## src/rtl/spike_aer_tx.sv

```systemverilog
// Output-FIFO drain and 4-phase AER transmitter with transfer/drop statistics.
// Define SPIKE_AER_NEURON_COUNT_EN to add per-neuron spike counters (cnt_sel/cnt_value).
module spike_aer_tx #(
    parameter int ADDR_W  = 4,
    parameter int TIMEOUT = 255,
    parameter int CNT_W   = 8
) (
    input  logic              clock,
    input  logic              reset,
    input  logic              enable,
    input  logic              fifo_empty,
    output logic              fifo_ren,
    input  logic [ADDR_W-1:0] fifo_dout,
    output logic              aer_req,
    output logic [ADDR_W-1:0] aer_addr,
    input  logic              aer_ack,
    output logic              busy,
    output logic [15:0]       sent_count,
    output logic [7:0]        drop_count
`ifdef SPIKE_AER_NEURON_COUNT_EN
    ,
    input  logic [ADDR_W-1:0] cnt_sel,
    output logic [CNT_W-1:0]  cnt_value
`endif
);

    typedef enum logic [2:0] {
        S_IDLE,
        S_READ,
        S_CAPTURE,
        S_REQ,
        S_RELEASE,
        S_DROP
    } state_t;

    state_t            state_q;
    logic              fifo_ren_q;
    logic              aer_req_q;
    logic [ADDR_W-1:0] aer_addr_q;
    logic              busy_q;
    logic [15:0]       sent_q;
    logic [7:0]        drop_q;
    logic [7:0]        timer_q;
    logic [7:0]        timer_d;
    logic              timer_done;
    logic              ack_meta_q;
    logic              ack_s_q;

    assign timer_d    = timer_q + 8'd1;
    assign timer_done = (timer_q == 8'(TIMEOUT - 1));

    // aer_ack comes from off-chip; only ack_s_q is ever looked at by the FSM.
    always_ff @(posedge clock) begin
        if (reset) begin
            ack_meta_q <= 1'b0;
            ack_s_q    <= 1'b0;
        end else begin
            ack_meta_q <= aer_ack;
            ack_s_q    <= ack_meta_q;
        end
    end

    always_ff @(posedge clock) begin
        if (reset) begin
            state_q    <= S_IDLE;
            fifo_ren_q <= 1'b0;
            aer_req_q  <= 1'b0;
            aer_addr_q <= '0;
            busy_q     <= 1'b0;
            sent_q     <= 16'd0;
            drop_q     <= 8'd0;
            timer_q    <= 8'd0;
        end else begin
            fifo_ren_q <= 1'b0;
            case (state_q)
                S_IDLE: begin
                    if (enable && !fifo_empty) begin
                        state_q    <= S_READ;
                        fifo_ren_q <= 1'b1;
                        busy_q     <= 1'b1;
                    end
                end
                S_READ: begin
                    state_q <= S_CAPTURE;
                end
                S_CAPTURE: begin
                    aer_addr_q <= fifo_dout;
                    aer_req_q  <= 1'b1;
                    timer_q    <= 8'd0;
                    state_q    <= S_REQ;
                end
                S_REQ: begin
                    // A stale high ack on entry is accepted as a real one.
                    if (ack_s_q) begin
                        aer_req_q <= 1'b0;
                        timer_q   <= 8'd0;
                        state_q   <= S_RELEASE;
                    end else if (timer_done) begin
                        aer_req_q <= 1'b0;
                        state_q   <= S_DROP;
                    end else begin
                        timer_q <= timer_d;
                    end
                end
                S_RELEASE: begin
                    if (!ack_s_q) begin
                        sent_q  <= sent_q + 16'd1;
                        busy_q  <= 1'b0;
                        state_q <= S_IDLE;
                    end else if (timer_done) begin
                        state_q <= S_DROP;
                    end else begin
                        timer_q <= timer_d;
                    end
                end
                S_DROP: begin
                    if (drop_q != 8'hFF) begin
                        drop_q <= drop_q + 8'd1;
                    end
                    busy_q  <= 1'b0;
                    state_q <= S_IDLE;
                end
                default: begin
                    aer_req_q <= 1'b0;
                    busy_q    <= 1'b0;
                    state_q   <= S_IDLE;
                end
            endcase
        end
    end

    assign fifo_ren   = fifo_ren_q;
    assign aer_req    = aer_req_q;
    assign aer_addr   = aer_addr_q;
    assign busy       = busy_q;
    assign sent_count = sent_q;
    assign drop_count = drop_q;

`ifdef SPIKE_AER_NEURON_COUNT_EN
    localparam int NUM_NEURONS = 1 << ADDR_W;

    logic [CNT_W-1:0] cnt_q [NUM_NEURONS];
    logic             cnt_hit;

    // A neuron is counted once its request has been acknowledged.
    assign cnt_hit = (state_q == S_REQ) && ack_s_q;

    for (genvar gi = 0; gi < NUM_NEURONS; gi++) begin : g_cnt
        always_ff @(posedge clock) begin
            if (reset) begin
                cnt_q[gi] <= '0;
            end else if (cnt_hit && (aer_addr_q == ADDR_W'(gi)) &&
                         (cnt_q[gi] != {CNT_W{1'b1}})) begin
                cnt_q[gi] <= cnt_q[gi] + 1'b1;
            end
        end
    end

    assign cnt_value = cnt_q[cnt_sel];
`endif

endmodule
```

## config.mk

```make
export PLATFORM = sky130hd
export DESIGN_NAME = spike_aer_tx
export DESIGN_NICKNAME = d
export VERILOG_FILES = /design/src/rtl/spike_aer_tx.sv
export SDC_FILE = /design/constraint.sdc
export NUM_CORES = 1
export LEC_CHECK = 0
export BUFFER_PORTS_ARGS = -buffer_cell sky130_fd_sc_hd__buf_2
export CAP_MARGIN = 20
export CORE_MARGIN = 10
export CORE_UTILIZATION = 50
export CTS_BUF_LIST = sky130_fd_sc_hd__clkbuf_8
export CTS_CLUSTER_SIZE = 16
export DETAILED_ROUTE_END_ITERATION = 7
export PLACE_DENSITY = 0.73
export SETUP_SLACK_MARGIN = 0.4
export SYNTH_ARGS = -nofsm -noshare
export SYNTH_HDL_FRONTEND = slang
export SYNTH_SLANG_ARGS = --single-unit
```

## constraint.sdc

```tcl
create_clock -name clock -period 1.7 [get_ports clock]
set_input_delay 0.255 -clock clock [delete_from_list [all_inputs] [get_ports clock]]
set_output_delay 0.255 -clock clock [all_outputs]
set_load 0.01 [all_outputs]
```

### Yosys cells after proc, flatten, opt, wreduce, memory -nomap -nowiden

Cells that the tools add are included.

* order comparisons: 0
* shift operators: 0
* muxes and demuxes: 16
* multiply operators: 0
* add/sub/neg operators: 3
* div/mod/pow operators: 0
* bitwise operators: 4
* reduce and logical (&&, ||, !) cells: 12
* equal/unequal tests: 11

Operator list (number)
* two-way mux 8 bit: 3
* one-hot mux 8 bit (3 select lines): 1
* adder 16 x 1 -> 16 bit, second input constant: 1
* adder 8 x 1 -> 8 bit, second input constant: 2
* one-hot mux 3 bit (5 select lines): 1
* two-way mux 3 bit: 4
* == test 8 bit, second input constant: 1
* != test 8 bit, second input constant: 1
* AND reduction 2 bit: 4
* == test 3 x 2 -> 1 bit, second input constant: 2
* == test 3 bit, second input constant: 2
* != test 2 bit, second input constant: 3
* one-hot mux 1 bit (3 select lines): 2
* two-way mux 1 bit: 5
* NOT 1 bit: 4
* OR reduction 4 bit: 1
* == test 3 x 1 -> 1 bit, second input constant: 1
* zero test 3 bit: 1
* != test 3 bit, second input constant: 1
* AND reduction 3 bit: 1
* nonzero test 3 bit: 1
* OR reduction 3 bit: 1
* OR reduction 2 bit: 1
* logical AND 1 bit: 1
* zero test 1 bit: 1

* logic and storage cells: 56
* memories: 0
* register bits: 44
* latch bits: 0
* bits in read-only memories: 0
* memory bits (writable): 0
* bits of input ports: 9

### Longest topological paths before layout

Gate-level depths: netlist of the first run.

* word-level depth: 4
* depth in mapped cells: 6
* gate-level depth less buffers: 6

### Worst setup path before layout of the first run

OpenSTA, ideal clock, no wires.

* path type: reg2reg
* start point: reg ack_s_q
* end point: reg sent_q[13] (netlist: sent_count[13])
* buffers on the path: 1
* period minus slack after synthesis: 1.690 ns
* required time: 1.584 ns
* arrival: 1.574 ns
* setup time: 0.116 ns
* cell stages (with the launch flop): 6
* slack: 0.010 ns
* cell sequence: dfxtp_1 > or4b_1 > buf_2 > nor4_4 > a21oi_1 > a31o_1

* word-level cells in the longest chain between the ends: 2

Ends and longest elaborated chain
* start, declared: line 47 `logic ack_s_q;`
* start signal, assigned: line 59 `ack_s_q <= ack_meta_q;`
* NOT 1 bit (no line)
* AND reduction 2 bit (no line)
* end signal, assigned: line 107 `sent_q <= sent_q + 16'd1;`
* end, declared: line 41 `logic [15:0] sent_q;`

Every way passes these cells.
A chain may end at the register's enable or synchronous reset.

### Worst setup path in the final report of the first run

* start point: reg state_q[0]
* end point: reg sent_q[9] (netlist: sent_count[9])

* word-level cells in the longest chain between the ends: 2

Ends and longest elaborated chain
* start, declared: line 36 `state_t state_q;`
* start signal, assigned: line 65 `state_q <= S_IDLE;`
* start signal, assigned: line 78 `state_q <= S_READ;`
* start signal, assigned: line 84 `state_q <= S_CAPTURE;`
* == test 3 bit: line 75 `case (state_q)`
* AND reduction 2 bit (no line)

Every way passes these cells.

==> results of run 1 <==
flip-flops by register name, indices dropped and copies added, names as in the netlist:
signal and flops:
sent_count 16, drop_count 8, timer_q 8, aer_addr 4, state_q 3, ack_meta_q 1
ack_s_q 1, aer_req 1, busy 1, fifo_ren 1
logic make-up after synthesis:
| kind of cell | count (synthesis) | share of synthesized area [%] |
|---|---|---|
| simple gates | 98 | 26.77 |
| flops | 44 | 42.64 |
| mux | 5 | 2.423 |
| fa+ha+maj | 4 | 2.423 |
| buf+inv | 17 | 3.573 |
| compound gates | 54 | 17.08 |
| xor+xnor | 12 | 5.088 |
how the worst max path moves through the flow:
| stage | startpoint | endpoint | slack (ns) | cells after the start |
|---|---|---|---|---|
| finish | state_q[0]$_SDFFE_PP0P_ | sent_count[9]$_SDFFE_PP0P_ | 0.04 | 5 |
| global route | state_q[0]$_SDFFE_PP0P_ | sent_count[9]$_SDFFE_PP0P_ | -0.01 | 5 |
| CTS | state_q[0]$_SDFFE_PP0P_ | sent_count[15]$_SDFFE_PP0P_ | 0.12 | 4 |
| detailed placement | state_q[0]$_SDFFE_PP0P_ | sent_count[15]$_SDFFE_PP0P_ | 0.08 | 4 |
| global placement | state_q[0]$_SDFFE_PP0P_ | sent_count[13]$_SDFFE_PP0P_ | 0.10 | 4 |
| floorplan | state_q[0]$_SDFFE_PP0P_ | sent_count[14]$_SDFFE_PP0P_ | 0.08 | 5 |
cells in the mapped netlist, types with 3 or more instances:
| cell | count | area share [%] |
|---|---|---|
| xor2_1 | 6 | 2.5 |
| o31ai_1 | 5 | 1.8 |
| inv_1 | 7 | 1.3 |
| o21ai_0 | 13 | 3.1 |
| nand4_1 | 7 | 2.1 |
| mux2i_1 | 5 | 2.4 |
| nand2_1 | 13 | 2.4 |
| and2_1 | 4 | 1.2 |
| nor2_1 | 27 | 4.9 |
| xnor2_1 | 6 | 2.5 |
| dfxtp_1 | 44 | 43 |
| clkbuf_1 | 4 | 0.73 |
| a32o_1 | 5 | 2.4 |
| nand3_1 | 11 | 2.7 |
| or4_1 | 3 | 1.1 |
| ha_1 | 4 | 2.4 |
| nor3_1 | 6 | 1.5 |
| and3_1 | 4 | 1.2 |
| nor2b_1 | 3 | 0.91 |
| or3_1 | 4 | 1.2 |
| a21oi_1 | 15 | 3.6 |
worst reg2reg max path: cells and delay by family (launching register included):
family	cells	cell delay (ns)
xor+xnor	1	0.16
buf+inv	1	0.16
flops	1	0.33
simple gates	3	0.89
report_power, final:
| group | leakage, nW | total (mW) | switching [mW] | internal [mW] |
|---|---|---|---|---|
| Sequential | 0.365 | 1.06 | 0.0156 | 1.05 |
| Clock | 0.0538 | 0.671 | 0.351 | 0.320 |
| Combinational | 0.825 | 0.286 | 0.147 | 0.139 |
cell type report:
class | instances | area [µm²]
clock buffer | 6 | 82.58
clock inverter | 2 | 7.507
fill | 270 | 998.5
inverter | 8 | 30.03
multi-input combinational | 174 | 1326
sequential | 44 | 913.4
tap | 50 | 62.56
timing repair buffer | 84 | 579.3
stage by stage:
| step | hold slack [ns] | total power, mW | setup WS (ns) |
|---|---|---|---|
| after floorplan | 0.3832 | 1.221 | 0.08191 |
| after global placement | 0.4169 | 1.264 | 0.1029 |
| after detailed placement | 0.4576 | 1.266 | 0.08078 |
| after CTS | 0.1858 | 1.965 | 0.1234 |
| after global routing | 0.1719 | 2.102 | -0.01376 |
| final | 0.1759 | 2.021 | 0.04210 |
routing by layer:
layer | wire [µm] | GRT usage [%] | up-vias
li1 | - | - | 1018
met1 | 2465 | 15.37 | 1002
met2 | 3093 | 24.76 | 80
met3 | 416 | 4.348 | 20
met4 | 196 | 4.566 | 0
met5 | 0 | 0 | -
timing repair:
action	in CTS	in global routing
setup endpoints to repair	34	40
pin swaps	19	23
setup buffers	18	17
resized for setup	30	38
gates cloned	1	0
==> results.cfg, run 1 <==
[die]
fp.dieH_um = 84.28
rows = 23
die_w_um = 84.28
dieArea_um2 = 7102
coreArea_um2 = 4000
io_pins = 40
start_util_pct = 51.64

[setup_path]
reg2reg_from = state_q[0]$_SDFFE_PP0P_
cp_max_fo = 3
critPathKind = reg2reg
cp-start-kind = register
slowest_stage = or4b_4
cp_data_required_time_ns = 1.88
r2r_slack_ns = 0.04
rr_endpoint = sent_count[9]$_SDFFE_PP0P_
cp_data_arrival_time_ns = 1.84
critPathBufInv = 1
cp_top_family = simple AND/OR/NAND/NOR gates
end_kind = register
critical_path.cell_chain = or4b_4, buf_4, nor4_2, xnor2_1, nor2_1
slowest_delay_ns = 0.57
reg2reg_depth = 5

[sta]
finalHoldViolations = 0
slew_headroom_pct = 74.53
timing.final.crit_share_pct = 97.52
max_freq_ghz = 0.6032
tns_ns = 0
rsz0062_at_grt = yes
period_needed_ns = 1.658
worst_slew_pin_slew_ns = 0.3820
slew_violations = 0
finalSetupViolCount = 0
worst_clock_skew_ns = 0.01274

[synthesis]
avgSynthCellArea_um2 = 8.828
syn_inst = 234
synth_edf_count = 0
async_flop_share_pct = 0
synth_top_flop_cell = dfxtp_1
yosysWarningCount = 0
syn_nets = 247
syn_area_um2 = 2066
ys_ff_latch = 44
synth_cell_type_count = 52
ys_seq_area_share_pct = 42.64

[power_and_ir_drop]
power_density_nw_per_um2 = 673.3
peakVddDrop_mv = 0.4740
p_leak_nw = 1.244

[clocking]
clock_latency_ns = 0.30
clock_sinks = 44
clockBufferDepth = 2
clockRootBuffer = clkbuf_8
cts_tree = built
holdBufCountCts = 0
clk_pin_slew_ns = 0.09
htree_levels = 2
cts_buffers = 5

[placed_design]
hpwl_um = 3350
globalplace.congestion = 0.8227
place_area_um2 = 2392
dp_cells = 324
portBuffers = 39

[global_routing]
grt-ovfl-total = 0
grt_max_degree = 23
grt_pass1_wl_um = 8569
grt_use_total_pct = 13.97
first_global_vias = 1969
antenna_found_initial = 0

[detailed_routing]
drc = 0
wl_per_cell_um = 16.77
antenna_left = 0
drt-initial-drc-count = 115
first_pass_iters = 4
vias = 2120
viasPerCell = 5.761
wl_um = 6171

[worst_hold_path]
holdPathEnd = ack_meta_q$_SDFF_PP0_
hold_depth = 2
hp-start = aer_ack
hold_class = in2reg

[cells_and_area]
final_util_pct = 75.04
layout_commonest_cell = buf_2
area_growth_pct = 45.31
stdcell_area_um2 = 3002
antenna_cells = 0
final_cell_mix = 39 x buf_2, 35 x buf_4, 28 x dfxtp_1
final_cells = 368
nNetsFinal = 330
drive_gt1_share_pct = 46.86

[run_status]
outcome = completed

[flow_run]
maxCapViolCount = 0
Note: power is estimated with default switching activity, not from simulation.
==> run 2, diff against run 1 <==
CTS_CLUSTER_SIZE = 30   (was 16)
MAX_ROUTING_LAYER = met4   (was not set)
==> results.cfg, run 2 (synthesis gave the netlist of run 1 again) <==
[run_status]
outcome = completed

[die]
io_pins = 40
die_w_um = 84.28
start_util_pct = 51.64
rows = 23
dieArea_um2 = 7102
coreArea_um2 = 4000
fp.dieH_um = 84.28

[clocking]
clock_sinks = 44
cts_tree = built
clockBufferDepth = 2
htree_levels = 2
holdBufCountCts = 0
cts_buffers = 5
clock_latency_ns = 0.30
clockRootBuffer = clkbuf_8
clk_pin_slew_ns = 0.09

[setup_path]
slowest_delay_ns = 0.57
cp-start-kind = register
reg2reg_depth = 5
critPathKind = reg2reg
cp_top_family = simple AND/OR/NAND/NOR gates
r2r_slack_ns = 0.05
cp_max_fo = 3
cp_data_required_time_ns = 1.89
slowest_stage = or4b_4
critical_path.cell_chain = or4b_4, buf_4, nor4_2, xnor2_1, nor2_1
end_kind = register
rr_endpoint = sent_count[9]$_SDFFE_PP0P_
reg2reg_from = state_q[0]$_SDFFE_PP0P_
cp_data_arrival_time_ns = 1.84
critPathBufInv = 1

[detailed_routing]
wl_per_cell_um = 16.73
drc = 0
vias = 2132
wl_um = 6156
drt-initial-drc-count = 132
antenna_left = 0
viasPerCell = 5.793
first_pass_iters = 4

[worst_hold_path]
hp-start = aer_ack
holdPathEnd = ack_meta_q$_SDFF_PP0_
hold_depth = 2
hold_class = in2reg

[sta]
max_freq_ghz = 0.6049
period_needed_ns = 1.653
holdWs_ns = 0.1740
worst_slew_pin_slew_ns = 0.3779
slew_headroom_pct = 74.81
finalHoldViolations = 0
slew_violations = 0
timing.final.crit_share_pct = 97.25
setup_slack_ns = 0.04674
rsz0062_at_grt = yes
finalSetupViolCount = 0
worst_clock_skew_ns = 0.01345
tns_ns = 0

[cells_and_area]
nNetsFinal = 330
layout_commonest_cell = buf_2
antenna_cells = 0
drive_gt1_share_pct = 46.86
largest_reg_flops = 16
final_cell_mix = 39 x buf_2, 35 x buf_4, 28 x dfxtp_1
area_growth_pct = 45.31

[placed_design]
globalplace.congestion = 0.8350
hpwl_um = 3350
dp_worst_setup_slack_ns = 0.08078
portBuffers = 39

[power_and_ir_drop]
p_leak_nw = 1.244
peakVddDrop_mv = 0.4742
power_density_nw_per_um2 = 673.0

[global_routing]
grt_use_total_pct = 14.39
first_global_vias = 1967
grt_max_degree = 23
antenna_found_initial = 0
grt-ovfl-total = 0
grt_pass1_wl_um = 8583

[flow_run]
maxCapViolCount = 0
==> run 2: timing repair <==
item	CTS	global route
setup buffers	18	17
cloned	1	0
pin swaps	19	23
gates resized for setup	30	38
setup endpoints to repair	34	40
==> run 2: worst reg2reg max path, stage by stage, from the launching register on <==
cell and delay, ns:
dfxtp_2 0.33, or4b_4 0.57, buf_4 0.16, nor4_2 0.26
xnor2_1 0.15, nor2_1 0.05
==> run 2: stage by stage <==
step	instances	power, mW	util, %	area, µm²
finish	368	2.020	75.04	3002
global route	368	2.102	75.04	3002
CTS	351	1.965	68.38	2735
detailed placement	324	1.266	59.81	2392
global placement	324	1.264	59.81	2392
floorplan	234	1.221	-	2117
==> run 2: worst max-delay path by stage <==
stage,startpoint,to,slack (ns),cells after the start
global placement,state_q[0]$_SDFFE_PP0P_,sent_count[13]$_SDFFE_PP0P_,0.10,4
finish,state_q[0]$_SDFFE_PP0P_,sent_count[9]$_SDFFE_PP0P_,0.05,5
CTS,state_q[0]$_SDFFE_PP0P_,sent_count[15]$_SDFFE_PP0P_,0.12,4
floorplan,state_q[0]$_SDFFE_PP0P_,sent_count[14]$_SDFFE_PP0P_,0.08,5
global route,state_q[0]$_SDFFE_PP0P_,sent_count[9]$_SDFFE_PP0P_,-0.01,5
detailed placement,state_q[0]$_SDFFE_PP0P_,sent_count[15]$_SDFFE_PP0P_,0.08,4
==> run 2: layout make-up <==
type / instances / area [µm²]
sequential: 44 / 913.4
tap: 50 / 62.56
clock inverter: 2 / 7.507
fill: 270 / 998.5
clock buffer: 6 / 82.58
multi-input combinational: 174 / 1326
timing repair buffer: 84 / 579.3
inverter: 8 / 30.03
==> run 2: where the power goes <==
| group | internal [mW] | total (mW) | leakage (nW) | switching [mW] |
|---|---|---|---|---|
| registers | 1.05 | 1.06 | 0.365 | 0.0158 |
| clock network | 0.320 | 0.671 | 0.0538 | 0.351 |
| logic | 0.139 | 0.285 | 0.825 | 0.146 |
| total | 1.51 | 2.02 | 1.24 | 0.513 |
==> run 2: per-layer routing <==
layer | vias to the layer above | GRT usage (%) | wire [µm]
li1 | 1021 | - | -
met1 | 1004 | 15.65 | 2514
met2 | 87 | 24.76 | 3076
met3 | 20 | 3.961 | 371
met4 | 0 | 4.566 | 195
met5 | - | - | 0
==> run 3, diff against run 2 <==
PLACE_DENSITY = 0.7   (was 0.73)
SLEW_MARGIN = 20   (was not set)
clock period = 1.85 ns   (was 1.7 ns; I/O delays follow)
==> results.cfg, run 3 (synthesis gave the netlist of run 1 again) <==
[cells_and_area]
layout_commonest_cell = buf_2
nNetsFinal = 309
fillers = 317
largest_reg_flops = 16
multi_input_comb_area_um2 = 1267
stdcell_area_um2 = 2783
regArea_um2 = 908.4
antenna_cells = 0
drive_gt1_share_pct = 39.73
area_growth_pct = 34.71
final_cell_mix = 39 x buf_2, 30 x dfxtp_1, 25 x nor2_1

[clocking]
clockBufferDepth = 2
clock_latency_ns = 0.30
holdBufCountCts = 0
htree_levels = 2
cts_buffers = 5
clk_pin_slew_ns = 0.08
cts_tree = built
clockRootBuffer = clkbuf_8
clock_sinks = 44

[setup_path]
crit_path_end = sent_count[15]$_SDFFE_PP0P_
critPathBufInv = 0
slowest_delay_ns = 0.58
critPathKind = reg2reg
crit_cells = 4
reg2reg_from = state_q[0]$_SDFFE_PP0P_
cp-start-kind = register
cp_data_required_time_ns = 2.05
end_kind = register
cp_max_fo = 5
rr_endpoint = sent_count[15]$_SDFFE_PP0P_
r2r_slack_ns = 0.27
cp_top_family = simple AND/OR/NAND/NOR gates
slowest_stage = or4b_4
critical_path.cell_chain = or4b_4, nor4_4, a21oi_1, a31o_1
cp_data_arrival_time_ns = 1.78
reg2reg_depth = 4
crit_start = state_q[0]$_SDFFE_PP0P_

[die]
fp.dieH_um = 84.28
io_pins = 40
die_w_um = 84.28
start_util_pct = 51.64
dieArea_um2 = 7102
rows = 23
coreArea_um2 = 4000

[global_routing]
grt_use_total_pct = 13.86
grt_pass1_wl_um = 8266
grt-ovfl-total = 0
first_global_vias = 1795
grt_max_degree = 22
antenna_found_initial = 0

[detailed_routing]
wl_um = 5105
wl_per_cell_um = 14.71
antenna_left = 0
drt-initial-drc-count = 66
drc = 0
first_pass_iters = 4
vias = 1925
viasPerCell = 5.548

[sta]
finalHoldViolations = 0
worst_slew_pin_slew_ns = 0.3567
period_needed_ns = 1.577
holdWs_ns = 0.1836
slew_headroom_pct = 76.22
finalSetupViolCount = 0
slew_violations = 0
worst_clock_skew_ns = 0.006052
rsz0062_at_grt = yes
max_freq_ghz = 0.6341
tns_ns = 0
timing.final.crit_share_pct = 85.25

[power_and_ir_drop]
power_density_nw_per_um2 = 678.3
p_leak_nw = 1.134
peakVddDrop_mv = 0.4404

[placed_design]
portBuffers = 39
globalplace.congestion = 0.8282
hpwl_um = 3384
place_area_um2 = 2384

[worst_hold_path]
hold_class = in2reg
hp-start = aer_ack

[run_status]
outcome = completed

[flow_run]
maxCapViolCount = 0
[run 3: worst register-to-register path, cell delays in order (launching register included)]
cell and delay, ns:
dfxtp_1 0.32, or4b_4 0.58, nor4_4 0.28, a21oi_1 0.12
a31o_1 0.19
[run 3: worst min-delay path by stage]
stage | end | slack (ns) | cells after the start
2_1_floorplan | ack_meta_q$_SDFF_PP0_ | 0.41 | 1
3_3_place_gp | ack_s_q$_SDFF_PP0_ | 0.43 | 1
3_5_place_dp | ack_s_q$_SDFF_PP0_ | 0.45 | 1
4_1_cts | ack_meta_q$_SDFF_PP0_ | 0.18 | 2
5_1_grt | ack_meta_q$_SDFF_PP0_ | 0.20 | 2
6_report | ack_meta_q$_SDFF_PP0_ | 0.18 | 2
[run 3: layout make-up]
cell class	instances	area share [%]
clock inverters	3	1.394
multi-input cells	174	45.55
well taps	50	2.248
clock buffers	5	2.473
repair buffers	63	14.61
inverters	8	1.079
flip-flops and latches	44	32.64
[run 3: repair_timing]
| action | in CTS | in global routing |
|---|---|---|
| endpoints found under the setup margin | 24 | 31 |
| setup buffers | 6 | 7 |
| gates cloned | 0 | 1 |
| pin swaps | 8 | 11 |
| resized for setup | 21 | 30 |
[run 3: power by group]
group | leakage, nW | switching [mW] | internal (mW) | total [mW]
combinational | 0.711 | 0.104 | 0.0851 | 0.189
clock | 0.0593 | 0.326 | 0.395 | 0.722
sequential | 0.364 | 0.0130 | 0.964 | 0.977
total | 1.13 | 0.443 | 1.44 | 1.89
[run 3: per-layer routing]
layer  track usage, %  wire length, µm
met4            4.110               59
met5                -                0
met2            21.72             2466
met1            17.03             2400
met3            3.575              178
[run 3: metrics by stage]
| stage | power [mW] | util [%] | instances | worst slack (ns) |
|---|---|---|---|---|
| final | 1.888 | 69.57 | 347 | 0.2729 |
| after global routing | 1.952 | 69.57 | 347 | 0.1798 |
| after CTS | 1.885 | 65.03 | 339 | 0.2767 |
| after detailed placement | 1.162 | 59.59 | 325 | 0.2245 |
| after global placement | 1.160 | 59.59 | 325 | 0.2609 |
| after floorplan | 1.120 | - | 234 | 0.2304 |
